### config.mk
export PLATFORM = sky130hd
export DESIGN_NAME = sand_updater
export DESIGN_NICKNAME = d
export VERILOG_FILES = /design/src/rtl/sand_updater.sv
export SDC_FILE = /design/constraint.sdc
export NUM_CORES = 1
export LEC_CHECK = 0
export BUFFER_PORTS_ARGS = -buffer_cell sky130_fd_sc_hd__buf_2
export CAP_MARGIN = 10
export CORE_AREA = 8 8 73 75
export CTS_BUF_LIST = sky130_fd_sc_hd__clkbuf_4 sky130_fd_sc_hd__clkbuf_8 sky130_fd_sc_hd__clkbuf_16
export DETAILED_ROUTE_END_ITERATION = 8
export DIE_AREA = 0 0 81 83
export PLACE_DENSITY = 0.86
export RECOVER_POWER = 50
export SYNTH_ARGS = -nofsm -noshare
export SYNTH_HDL_FRONTEND = slang
export SYNTH_SLANG_ARGS = --single-unit
### constraint.sdc
create_clock -name clk_i -period 3.13 [get_ports clk_i]
set_input_delay 0.4695 -clock clk_i [delete_from_list [all_inputs] [get_ports clk_i]]
set_output_delay 0.4695 -clock clk_i [all_outputs]
set_load 0.1 [all_outputs]
### src/rtl/sand_updater.sv
// Falling-sand physics pass: scans the grid bottom-up through a synchronous-read
// memory and moves each grain down, down-left or down-right into an empty cell.
module sand_updater #(
    parameter int GRID_W     = 16,
    parameter int GRID_H     = 16,
    parameter int ADDR_WIDTH = 8,
    parameter int DATA_WIDTH = 8
) (
    input  logic                  clk_i,
    input  logic                  reset_n_i,
    input  logic                  start_i,
    output logic                  busy_o,
    output logic                  done_o,
    output logic [ADDR_WIDTH-1:0] read_address_o,
    input  logic [DATA_WIDTH-1:0] read_data_i,
    output logic                  write_en_o,
    output logic [ADDR_WIDTH-1:0] write_address_o,
    output logic [DATA_WIDTH-1:0] write_data_o,
    output logic [3:0]            debug_state_o
);

    localparam int XW = (GRID_W > 1) ? $clog2(GRID_W) : 1;
    localparam int YW = $clog2(GRID_H);

    typedef enum logic [3:0] {
        IDLE = 4'd0,
        RD_C = 4'd1,
        EV_C = 4'd2,
        RD_B = 4'd3,
        EV_B = 4'd4,
        RD_L = 4'd5,
        EV_L = 4'd6,
        RD_R = 4'd7,
        EV_R = 4'd8,
        WR_D = 4'd9,
        WR_S = 4'd10,
        DONE = 4'd11
    } state_t;

    state_t                state_q, state_d;
    logic [XW-1:0]         x_q;
    logic [YW-1:0]         y_q;
    logic [DATA_WIDTH-1:0] grain_q;
    logic [ADDR_WIDTH-1:0] target_q, target_d;

    logic                  advance;
    logic                  latch_grain;
    logic                  load_target;

    logic [ADDR_WIDTH-1:0] cur_addr;
    logic [ADDR_WIDTH-1:0] below_addr;
    logic [ADDR_WIDTH-1:0] left_addr;
    logic [ADDR_WIDTH-1:0] right_addr;
    logic                  has_left;
    logic                  has_right;
    logic                  last_cell;
    logic                  cell_empty;

    function automatic logic [ADDR_WIDTH-1:0] cell_addr(input int x, input int y);
        return ADDR_WIDTH'(y * GRID_W + x);
    endfunction

    // Neighbour addresses; left/right are only ever presented when in-grid.
    always_comb begin
        cur_addr   = cell_addr(int'(x_q), int'(y_q));
        below_addr = cell_addr(int'(x_q), int'(y_q) + 1);
        left_addr  = cell_addr(int'(x_q) - 1, int'(y_q) + 1);
        right_addr = cell_addr(int'(x_q) + 1, int'(y_q) + 1);
        has_left   = (x_q != '0);
        has_right  = (int'(x_q) < GRID_W - 1);
        last_cell  = (int'(x_q) == GRID_W - 1) && (y_q == '0);
        cell_empty = (read_data_i == '0);
    end

    always_comb begin
        state_d         = state_q;
        busy_o          = 1'b0;
        done_o          = 1'b0;
        read_address_o  = '0;
        write_en_o      = 1'b0;
        write_address_o = '0;
        write_data_o    = '0;
        advance         = 1'b0;
        latch_grain     = 1'b0;
        load_target     = 1'b0;
        target_d        = below_addr;

        case (state_q)
            IDLE: begin
                if (start_i) state_d = RD_C;
            end
            RD_C: begin
                busy_o         = 1'b1;
                read_address_o = cur_addr;
                state_d        = EV_C;
            end
            EV_C: begin
                busy_o = 1'b1;
                if (cell_empty) begin
                    advance = 1'b1;
                end else begin
                    latch_grain = 1'b1;
                    state_d     = RD_B;
                end
            end
            RD_B: begin
                busy_o         = 1'b1;
                read_address_o = below_addr;
                state_d        = EV_B;
            end
            EV_B: begin
                busy_o = 1'b1;
                if (cell_empty) begin
                    load_target = 1'b1;
                    target_d    = below_addr;
                    state_d     = WR_D;
                end else if (has_left) begin
                    state_d = RD_L;
                end else if (has_right) begin
                    state_d = RD_R;
                end else begin
                    advance = 1'b1;
                end
            end
            RD_L: begin
                busy_o         = 1'b1;
                read_address_o = left_addr;
                state_d        = EV_L;
            end
            EV_L: begin
                busy_o = 1'b1;
                if (cell_empty) begin
                    load_target = 1'b1;
                    target_d    = left_addr;
                    state_d     = WR_D;
                end else if (has_right) begin
                    state_d = RD_R;
                end else begin
                    advance = 1'b1;
                end
            end
            RD_R: begin
                busy_o         = 1'b1;
                read_address_o = right_addr;
                state_d        = EV_R;
            end
            EV_R: begin
                busy_o = 1'b1;
                if (cell_empty) begin
                    load_target = 1'b1;
                    target_d    = right_addr;
                    state_d     = WR_D;
                end else begin
                    advance = 1'b1;
                end
            end
            // Destination is written before the source is cleared, so an
            // interrupted move never loses the grain.
            WR_D: begin
                busy_o          = 1'b1;
                write_en_o      = 1'b1;
                write_address_o = target_q;
                write_data_o    = grain_q;
                state_d         = WR_S;
            end
            WR_S: begin
                busy_o          = 1'b1;
                write_en_o      = 1'b1;
                write_address_o = cur_addr;
                write_data_o    = '0;
                advance         = 1'b1;
            end
            DONE: begin
                done_o  = 1'b1;
                state_d = IDLE;
            end
            default: state_d = IDLE;
        endcase

        if (advance) state_d = last_cell ? DONE : RD_C;
    end

    always_ff @(posedge clk_i or negedge reset_n_i) begin
        if (!reset_n_i) begin
            state_q  <= IDLE;
            x_q      <= '0;
            y_q      <= '0;
            grain_q  <= '0;
            target_q <= '0;
        end else begin
            state_q <= state_d;
            // The floor row is never a source, so the scan begins one row above it.
            if (state_q == IDLE && start_i) begin
                x_q <= '0;
                y_q <= YW'(GRID_H - 2);
            end else if (advance) begin
                if (int'(x_q) == GRID_W - 1) begin
                    x_q <= '0;
                    y_q <= y_q - 1'b1;
                end else begin
                    x_q <= x_q + 1'b1;
                end
            end
            if (latch_grain) grain_q <= read_data_i;
            if (load_target) target_q <= target_d;
        end
    end

    assign debug_state_o = state_q;

endmodule
==> impl_metrics.py, run 1 <==
metrics = {
    "run_status": {
        "status": "complete, but fails checks",
        "violations": "max-capacitance violations, max-slew violations",
    },
    "synth": {
        "synth_edf_count": 0,
        "synthesis.area_sq_mm": 0.00224,
        "yosys_warnings": 0,
        "synth_area_leaders": "dfrtp_1 31%, xnor2_1 5.1%, ha_1 5.0%, nor2_1 4.5%, o21ai_0 4.5%",
        "yosys_register_bits": 28,
        "ys_seq_area_frac": 0.313,
        "ys_types": 51,
        "synth_top_area_frac": 0.313,
        "syn_nets": 297,
        "synth_ff_type": "dfrtp_1",
        "syn_area_per_cell_sq_um": 8.07,
        "synthCells": 277,
        "synth_top_area_cell": "dfrtp_1",
        "async_reset_ff_frac": 1.00,
    },
    "final_layout": {
        "utilization": 0.650,
        "syn_to_final_growth_pct": 22.3,
        "seq_area_sq_um": 704,
        "layout-drive-gt1-share": 0.269,
        "diodes": 0,
        "fin_nets": 333,
        "final_cell_mix": "33 x buf_2, 25 x nor2_1, 25 x dfrtp_1",
        "nFillCells": 355,
        "layout_commonest_cell": "buf_2",
        "multi_input_area_sq_mm": 0.00151,
    },
    "floorplan": {
        "die_h_microns": 83,
        "die_w_microns": 81,
        "rows": 24,
        "io_pins": 42,
        "initial_core_util": 0.532,
        "core_sq_mm": 0.00420,
        "dieArea_sq_mm": 0.00672,
    },
    "clock_network": {
        "cts_tree": "yes",
        "cts_setup_buffers": 0,
        "cts_max_path_buffers": 2,
        "h-tree-depth": 1,
        "cts_sinks": 28,
        "root_buffer": "clkbuf_8",
        "postCtsHoldBufs": 0,
        "clkSlewWorstSetupHoldPaths_ns": 0.11,
        "cts_buffers": 3,
        "clk_latency_ns": 0.28,
    },
    "worst_setup_path": {
        "path_delay_family": "adder cells",
        "worstPathRequired_ns": 2.66,
        "path_cells": "inv_1 -> ha_4 -> or3b_4 -> inv_2 -> xnor2_1 -> ha_1 -> mux2i_1 -> o22a_1 -> o22ai_4 -> buf_12",
        "critPathMaxStageDelay_ns": 0.42,
        "worst-path-max-fanout": 5,
        "crit_path_end_kind": "output pin",
        "cp.arrival_ns": 2.56,
        "crit_path_start": "x_q[1]$_DFFE_PN0P_",
        "path_buf_inv": 3,
        "slowest_stage": "or3b_4",
        "start_kind": "flop",
        "critPathKind": "flop to output pin",
        "timing.rr.start": "x_q[1]$_DFFE_PN0P_",
    },
    "timing": {
        "slew_violations": 29,
        "finalSetupViolCount": 0,
        "timing.fmax_mhz": 330,
        "rsz0062_at_grt": "no",
        "slew_headroom": -0.0124,
        "worst_pin_slew_ns": 1.52,
        "fin_crit_ns": 3.03,
        "fin_skew_ns": 0.00327,
        "hold_viol_final": 0,
        "period_share": 0.968,
    },
    "grt": {
        "grt_pass1_wl_microns": 10600,
        "grt_usage": 0.194,
        "antenna_found_initial": 0,
        "grt_pass1_vias": 2183,
        "grt_max_degree": 29,
        "grt-ovfl-total": 0,
    },
    "placement": {
        "hpwlAfterDp_microns": 4770,
        "portBuffers": 41,
        "place_congestion": 0.963,
    },
    "detailed_routing": {
        "route.antenna.remaining_nets": 0,
        "m1WireLength_microns": 2680,
        "dr_wl_met3_microns": 501,
        "vias_per_cell": 6.26,
        "routed-wl-met2_microns": 3190,
        "first_iter_violations": 253,
        "drt_pass1_iterations": 5,
        "wl_per_cell_microns": 17.9,
        "routed_wl_microns": 6510,
        "top_layer": "met4",
        "vias": 2277,
        "route.detailed.drc": 0,
    },
    "run": {
        "maxCapViolations": 1,
    },
    "min_path": {
        "hold_start": "start_i",
        "min_path_type": "input port to flop",
    },
}
repair_timing:
action | in CTS | in global routing
resized for setup | 4 | 5
pin swaps | 1 | 1
setup endpoints to repair | 3 | 3
worst reg2reg max path: stages, from the launching register on:
cell	delay, ns
dfrtp_1	0.39
inv_1	0.11
ha_4	0.17
or3b_4	0.42
inv_2	0.12
xnor2_1	0.07
ha_1	0.19
a21oi_1	0.15
xor2_1	0.30
nor2_1	0.09
nor3_1	0.29
o21ai_0	0.13
layer usage:
| metal | up-vias | GRT usage |
|---|---|---|
| met5 | - | 0 |
| met4 | 0 | 0.0862 |
| met3 | 12 | 0.0280 |
| met2 | 98 | 0.305 |
| met1 | 1105 | 0.253 |
| li1 | 1062 | - |
stage by stage:
step	setup WS (ns)	TNS (ns)	cells	hold WS (ns)	instance area, sq um
floorplan	-0.805	-0.805	277	0.174	2320
CTS	0.00214	0	364	0.226	2720
detailed placement	0.145	0	360	0.466	2640
finish	0.101	0	364	0.370	2730
global route	0.00782	0	364	0.390	2730
global placement	0.211	0	360	0.462	2640
cell usage after synthesis (5+ instances only):
master     n
inv_1     10
nand3_1    8
nor4_1     5
a21oi_1   19
dfrtp_1   28
nand2_1   21
xnor2_1   13
and3_1     5
a22o_1     8
nand2b_1   8
clkbuf_1  18
nor3_1     5
ha_1       9
and2_1     7
mux2_2     7
nor2_1    27
o21ai_0   20
kinds of logic (layout without fill, tap and decap cells):
family	Yosys count	count (layout)	share of synthesized area
buffers and inverters	33	68	0.0588
multiplexers	8	8	0.0397
XOR/XNOR	17	17	0.0666
AO/OA/AOI/OAI	82	82	0.242
flip-flops	28	28	0.313
AND/OR/NAND/NOR	100	100	0.229
adder cells (fa/ha/maj)	9	9	0.0504
layout make-up:
type	instances	share of cell area
multi-input combinational	216	0.554
sequential	28	0.258
timing repair buffer	54	0.125
tap	52	0.0238
clock buffer	3	0.0151
inverter	10	0.0137
clock inverter	1	0.0110
registers in the layout, summed over array words and instances (netlist names):
signal / count
grain_q: 8
target_q: 8
debug_state_o: 4
x_q: 4
y_q: 4
path summary, 6_finish.rpt:
| check | to | cells after the start | slack [ns] |
|---|---|---|---|
| worst max-delay path | read_address_o[5] | 10 | 0.10 |
| worst min-delay path | y_q[0]$_DFFE_PN0P_ | 2 | 0.37 |
| worst max register to register | target_q[6]$_DFFE_PN0P_ | 11 | 0.57 |
| worst min register to register | target_q[1]$_DFFE_PN0P_ | 1 | 0.49 |
| max in group asynchronous | y_q[0]$_DFFE_PN0P_ | 1 | 1.61 |
| min in group asynchronous | debug_state_o[0]$_DFFE_PN0P_ | 1 | 0.54 |
Power of run 1 is not shown: default switching activity piles up to over one toggle a cycle in this logic, so the estimate is an artifact.
==> run 2, diff against run 1 <==
--- a/config.mk
+++ b/config.mk
@@ -7,11 +7,11 @@
 export LEC_CHECK = 0
 export BUFFER_PORTS_ARGS = -buffer_cell sky130_fd_sc_hd__buf_2
 export CAP_MARGIN = 10
-export CORE_AREA = 8 8 73 75
+export CORE_AREA = 8 8 76 78
 export CTS_BUF_LIST = sky130_fd_sc_hd__clkbuf_4 sky130_fd_sc_hd__clkbuf_8 sky130_fd_sc_hd__clkbuf_16
 export DETAILED_ROUTE_END_ITERATION = 8
-export DIE_AREA = 0 0 81 83
-export PLACE_DENSITY = 0.86
+export DIE_AREA = 0 0 84 86
+export PLACE_DENSITY = 0.83
 export RECOVER_POWER = 50
 export SYNTH_ARGS = -nofsm -noshare
 export SYNTH_HDL_FRONTEND = slang
==> constraint.sdc (replaced) <==
create_clock -name clk_i -period 2.46 [get_ports clk_i]
set_input_delay 0.369 -clock clk_i [delete_from_list [all_inputs] [get_ports clk_i]]
set_output_delay 0.369 -clock clk_i [all_outputs]
set_load 0.1 [all_outputs]
==> run 2 against run 1 <==
  * Critical path type unchanged
  * Wire length is 21% higher
  * Clock skew is 0.0014 ns higher
  * Sequential share of layout area is 4.9 points lower
  * First-iteration DRC count is 2.0% lower
  * Cell count is 8.2% higher
  * Register-to-register slack worse by 0.40 ns
  * Setup slack worse by 0.47 ns
  * The run ends with max-capacitance violations, max-slew violations, negative setup slack left
  * Cell area is 25% higher
  * Worst hold slack worse by 0.10 ns
  * Via count is 14% higher
  * Non-clock buffer count is 28 higher
==> impl_metrics.py, run 2 (synthesized netlist as in run 1, its figures left out) <==
metrics = {
    "worst_setup_path": {
        "cp.arrival_ns": 2.46,
        "reg2reg_slack_ns": 0.17,
        "crit_path_end_kind": "output pin",
        "worst-path-max-fanout": 3,
        "worstPathRequired_ns": 2.09,
        "critPathKind": "flop to output pin",
        "start_kind": "flop",
    },
    "final_layout": {
        "diodes": 0,
        "final_cell_mix": "38 x buf_4, 24 x dfrtp_1, 23 x nor2_1",
        "utilization": 0.742,
        "fin_nets": 361,
        "syn_to_final_growth_pct": 52.7,
        "layout_commonest_cell": "buf_4",
        "layout-drive-gt1-share": 0.421,
        "reg_top3": "grain_q (8), target_q (8)",
    },
    "clock_network": {
        "cts_tree": "yes",
        "clkSlewWorstSetupHoldPaths_ns": 0.11,
        "cts_sinks": 28,
        "root_buffer": "clkbuf_8",
        "h-tree-depth": 1,
        "cts_buffers": 3,
        "clk_latency_ns": 0.28,
        "cts_max_path_buffers": 2,
    },
    "timing": {
        "finalSetupViolCount": 4,
        "fin_crit_ns": 2.83,
        "timing.fmax_mhz": 353,
        "hold_viol_final": 0,
        "slew_headroom": -0.0242,
        "rsz0062_at_grt": "yes",
        "fin_skew_ns": 0.00462,
        "period_share": 1.15,
        "fin_ws_ns": -0.371,
        "slew_violations": 29,
        "worst_pin_slew_ns": 1.54,
    },
    "detailed_routing": {
        "m1WireLength_microns": 2840,
        "dr_wl_met3_microns": 762,
        "top_layer": "met4",
        "routed-wl-met2_microns": 3900,
        "vias_per_cell": 6.57,
        "route.antenna.remaining_nets": 0,
        "route.detailed.drc": 0,
        "routed_wl_microns": 7900,
        "vias": 2588,
        "wl_per_cell_microns": 20.0,
        "first_iter_violations": 248,
        "drt_pass1_iterations": 5,
    },
    "power": {
        "p_per_area_mw_per_mm2": 1510,
        "ir_drop_mv": 1.60,
        "leakagePower_nw": 1.40,
    },
    "grt": {
        "grt_pass1_vias": 2498,
        "grt-ovfl-total": 0,
        "grt_max_degree": 29,
        "antenna_found_initial": 0,
        "grt_pass1_wl_microns": 11900,
        "grt_usage": 0.202,
    },
    "floorplan": {
        "die_h_microns": 86,
        "rows": 25,
        "io_pins": 42,
        "core_sq_mm": 0.00460,
        "initial_core_util": 0.486,
        "die_w_microns": 84,
        "dieArea_sq_mm": 0.00722,
    },
    "placement": {
        "place_congestion": 0.933,
        "hpwlAfterDp_microns": 5470,
        "portBuffers": 41,
        "dp_slack_ns": -0.114,
    },
    "run": {
        "maxCapViolations": 1,
    },
    "min_path": {
        "min_path_type": "input port to flop",
    },
    "run_status": {
        "status": "complete, but fails checks",
        "violations": "max-capacitance violations, max-slew violations, negative setup slack",
    },
}
run 2: cell type report:
type	count	area [sq um]
Clock buffer	3	41.3
Sequential cell	28	711
Inverter	10	45.0
Clock inverter	1	30.0
Tap cell	54	67.6
Fill cell	294	1180
Timing Repair Buffer	82	842
Multi-Input combinational cell	216	1680
run 2: path summary, 6_finish.rpt:
check / start / end / cells past startpoint
max: x_q[1]$_DFFE_PN0P_ / read_address_o[5] / 10
min: start_i / y_q[0]$_DFFE_PN0P_ / 2
max reg2reg: x_q[1]$_DFFE_PN0P_ / target_q[6]$_DFFE_PN0P_ / 11
min reg2reg: target_q[3]$_DFFE_PN0P_ / target_q[3]$_DFFE_PN0P_ / 2
max in group asynchronous: reset_n_i / debug_state_o[0]$_DFFE_PN0P_ / 1
min in group asynchronous: reset_n_i / target_q[4]$_DFFE_PN0P_ / 1
run 2: what timing repair did:
action / CTS / global route
pin swaps: 9 / 5
hold buffers: 0 / 0
buffers inserted: 3 / 8
endpoints found under the setup margin: 5 / 18
gates resized for setup: 13 / 8
run 2: critical path, stage by stage (launching register included):
cell,delay (ns)
dfrtp_1,0.41
inv_2,0.09
ha_4,0.13
or3b_4,0.41
inv_6,0.10
xnor2_4,0.07
ha_4,0.27
mux2i_1,0.07
o22a_1,0.23
o22ai_4,0.18
buf_12,0.20
run 2: power by group:
part | total, mW | switching (mW) | internal (mW)
registers | 0.798 | 0.190 | 0.608
logic | 3.97 | 2.51 | 1.46
clock network | 0.379 | 0.160 | 0.218
run 2: layer usage:
layer  up-vias  track usage
li1       1122            -
met1      1238        0.232
met2       175        0.339
met3        53       0.0379
met4         0        0.129
met5         -            0
run 2: metrics by stage:
step	cell area (sq um)	power [mW]	setup TNS, ns	hold slack [ns]	cells
3_3_place_gp	3170	4.26	-0.0364	0.425	381
4_1_cts	3320	4.90	-1.03	0.116	387
3_5_place_dp	3170	4.36	-0.184	0.428	381
5_1_grt	3410	5.33	-1.40	0.270	394
6_report	3410	5.15	-1.15	0.266	394
2_1_floorplan	2460	3.37	-0.995	0.0734	277
Note: power is estimated with default switching activity, not from simulation.
==> run 3, diff against run 2 <==
--- a/config.mk
+++ b/config.mk
@@ -13,6 +13,7 @@
 export DIE_AREA = 0 0 84 86
 export PLACE_DENSITY = 0.83
 export RECOVER_POWER = 50
+export SKIP_CTS_REPAIR_TIMING = 1
 export SYNTH_ARGS = -nofsm -noshare
 export SYNTH_HDL_FRONTEND = slang
 export SYNTH_SLANG_ARGS = --single-unit
==> run 3 against run 2 <==
  * Cell area shrank 1.1%
  * Utilization shrank 0.84 points
  * Non-clock buffer count decreased by 3
  * Worst hold slack gained 0.0041 ns
  * Highest routed layer unchanged
  * The flow still finishes with violations (max-capacitance violations, max-slew violations, negative setup slack)
  * Register-to-register slack about the same
  * First-iteration DRC count up 41%
  * Via count is 2.0% lower
  * Critical path depth unchanged
  * Combinational power is 3% lower
==> impl_metrics.py, run 3 (synthesized netlist as in run 1, its figures left out) <==
metrics = {
    "run_status": {
        "status": "complete, but fails checks",
        "violations": "max-capacitance violations, max-slew violations, negative setup slack",
    },
    "floorplan": {
        "die_w_microns": 84,
        "io_pins": 42,
        "initial_core_util": 0.486,
        "core_sq_mm": 0.00460,
        "die_h_microns": 86,
        "dieArea_sq_mm": 0.00722,
        "rows": 25,
    },
    "placement": {
        "place_congestion": 0.933,
        "dp.cells": 381,
        "portBuffers": 41,
        "dp_slack_ns": -0.114,
        "hpwlAfterDp_microns": 5470,
    },
    "worst_setup_path": {
        "start_kind": "flop",
        "worstPathRequired_ns": 2.09,
        "critPathMaxStageDelay_ns": 0.41,
        "timing.rr.start": "x_q[1]$_DFFE_PN0P_",
        "cp.arrival_ns": 2.48,
        "reg2reg_to": "target_q[7]$_DFFE_PN0P_",
        "slowest_stage": "dfrtp_1",
        "worst-path-max-fanout": 5,
        "crit_top_cell": "ha_4",
        "critPathKind": "flop to output pin",
        "crit_path_start": "x_q[1]$_DFFE_PN0P_",
        "r2r.worst_path.cells": 10,
        "crit_path_end_kind": "output pin",
        "path_cells": "inv_2 -> ha_4 -> or3b_4 -> clkinv_4 -> xnor2_2 -> ha_4 -> mux2i_1 -> o22a_1 -> o22ai_4 -> buf_12",
        "reg2reg_slack_ns": 0.16,
    },
    "grt": {
        "grt_usage": 0.195,
        "grt_pass1_wl_microns": 11600,
        "antenna_found_initial": 0,
        "grt-ovfl-total": 0,
        "grt_pass1_vias": 2435,
        "grt_max_degree": 29,
    },
    "timing": {
        "worst_pin_slew_ns": 1.57,
        "rsz0062_at_grt": "yes",
        "period_share": 1.16,
        "timing.fmax_mhz": 351,
        "finalSetupViolCount": 4,
        "slew_headroom": -0.0476,
        "slew_violations": 29,
        "hold_viol_final": 0,
        "hold_ws_ns": 0.270,
        "fin_crit_ns": 2.85,
        "fin_ws_ns": -0.386,
        "fin_skew_ns": 0.00469,
    },
    "clock_network": {
        "clkSlewWorstSetupHoldPaths_ns": 0.11,
        "cts_buffers": 3,
        "cts_tree": "yes",
        "h-tree-depth": 1,
        "root_buffer": "clkbuf_8",
        "cts_sinks": 28,
        "cts_max_path_buffers": 2,
        "clk_latency_ns": 0.28,
    },
    "final_layout": {
        "syn_to_final_growth_pct": 50.9,
        "fin_nets": 358,
        "layout_commonest_cell": "buf_4",
        "fin_cells": 391,
        "reg_top3": "grain_q (8), target_q (8)",
        "final_cell_mix": "37 x buf_4, 24 x dfrtp_1, 22 x nor2_1, 22 x buf_12, 21 x nand2_1",
        "nFillCells": 294,
        "diodes": 0,
        "utilization": 0.734,
        "layout-drive-gt1-share": 0.442,
    },
    "min_path": {
        "whs_path_depth": 2,
        "worstHoldEndpoint": "y_q[0]$_DFFE_PN0P_",
        "min_path_type": "input port to flop",
        "hold_start": "start_i",
    },
    "detailed_routing": {
        "routed_wl_microns": 7960,
        "route.antenna.remaining_nets": 0,
        "first_iter_violations": 350,
        "vias_per_cell": 6.48,
        "route.detailed.drc": 0,
        "vias": 2535,
        "wl_per_cell_microns": 20.4,
        "drt_pass1_iterations": 6,
    },
    "run": {
        "maxCapViolations": 1,
    },
    "power": {
        "p_per_area_mw_per_mm2": 1500,
        "ir_drop_mv": 1.51,
        "leakagePower_nw": 1.39,
    },
}
## run 3: per-stage QoR
step | TNS, ns | power (mW) | instance area (sq um)
final | -1.15 | 5.07 | 3370
after global routing | -1.38 | 5.26 | 3370
after CTS | -1.30 | 4.75 | 3240
after detailed placement | -0.184 | 4.36 | 3170
after global placement | -0.0364 | 4.26 | 3170
after floorplan | -0.995 | 3.37 | 2460
## run 3: worst max-delay path by stage
stage / endpoint / slack, ns
floorplan: read_address_o[5] / -0.33
global placement: read_address_o[7] / -0.02
detailed placement: read_address_o[5] / -0.11
CTS: read_address_o[5] / -0.44
global route: read_address_o[7] / -0.46
finish: read_address_o[5] / -0.39
## run 3: power by group
part | switching [mW] | total [mW] | leakage, nW | internal (mW)
registers | 0.209 | 0.817 | 0.346 | 0.607
logic | 2.47 | 3.87 | 1.01 | 1.41
clock network | 0.159 | 0.377 | 0.0357 | 0.218
## run 3: per-layer routing
layer / up-vias / wire [microns] / track usage
met5: - / 0 / 0
met4: 0 / 401 / 0.107
met3: 52 / 715 / 0.0303
met2: 181 / 3920 / 0.327
met1: 1180 / 2920 / 0.232
li1: 1122 / - / -
## run 3: final cells by class
type	count	area, sq um	area share
sequential	28	711	0.211
clock buffer	3	41.3	0.0122
multi-input combinational	216	1660	0.491
tap	54	67.6	0.0200
timing repair buffer	79	823	0.244
clock inverter	1	30.0	0.00890
inverter	10	45.0	0.0133
## run 3: worst max-delay path, delay by kind of cell (launching register included)
kind	cells	cell delay, ns
AND/OR/NAND/NOR	1	0.40
AO/OA/AOI/OAI	2	0.43
XOR/XNOR	1	0.08
multiplexers	1	0.08
adder cells (fa/ha/maj)	2	0.41
flip-flops	1	0.41
buffers and inverters	3	0.38
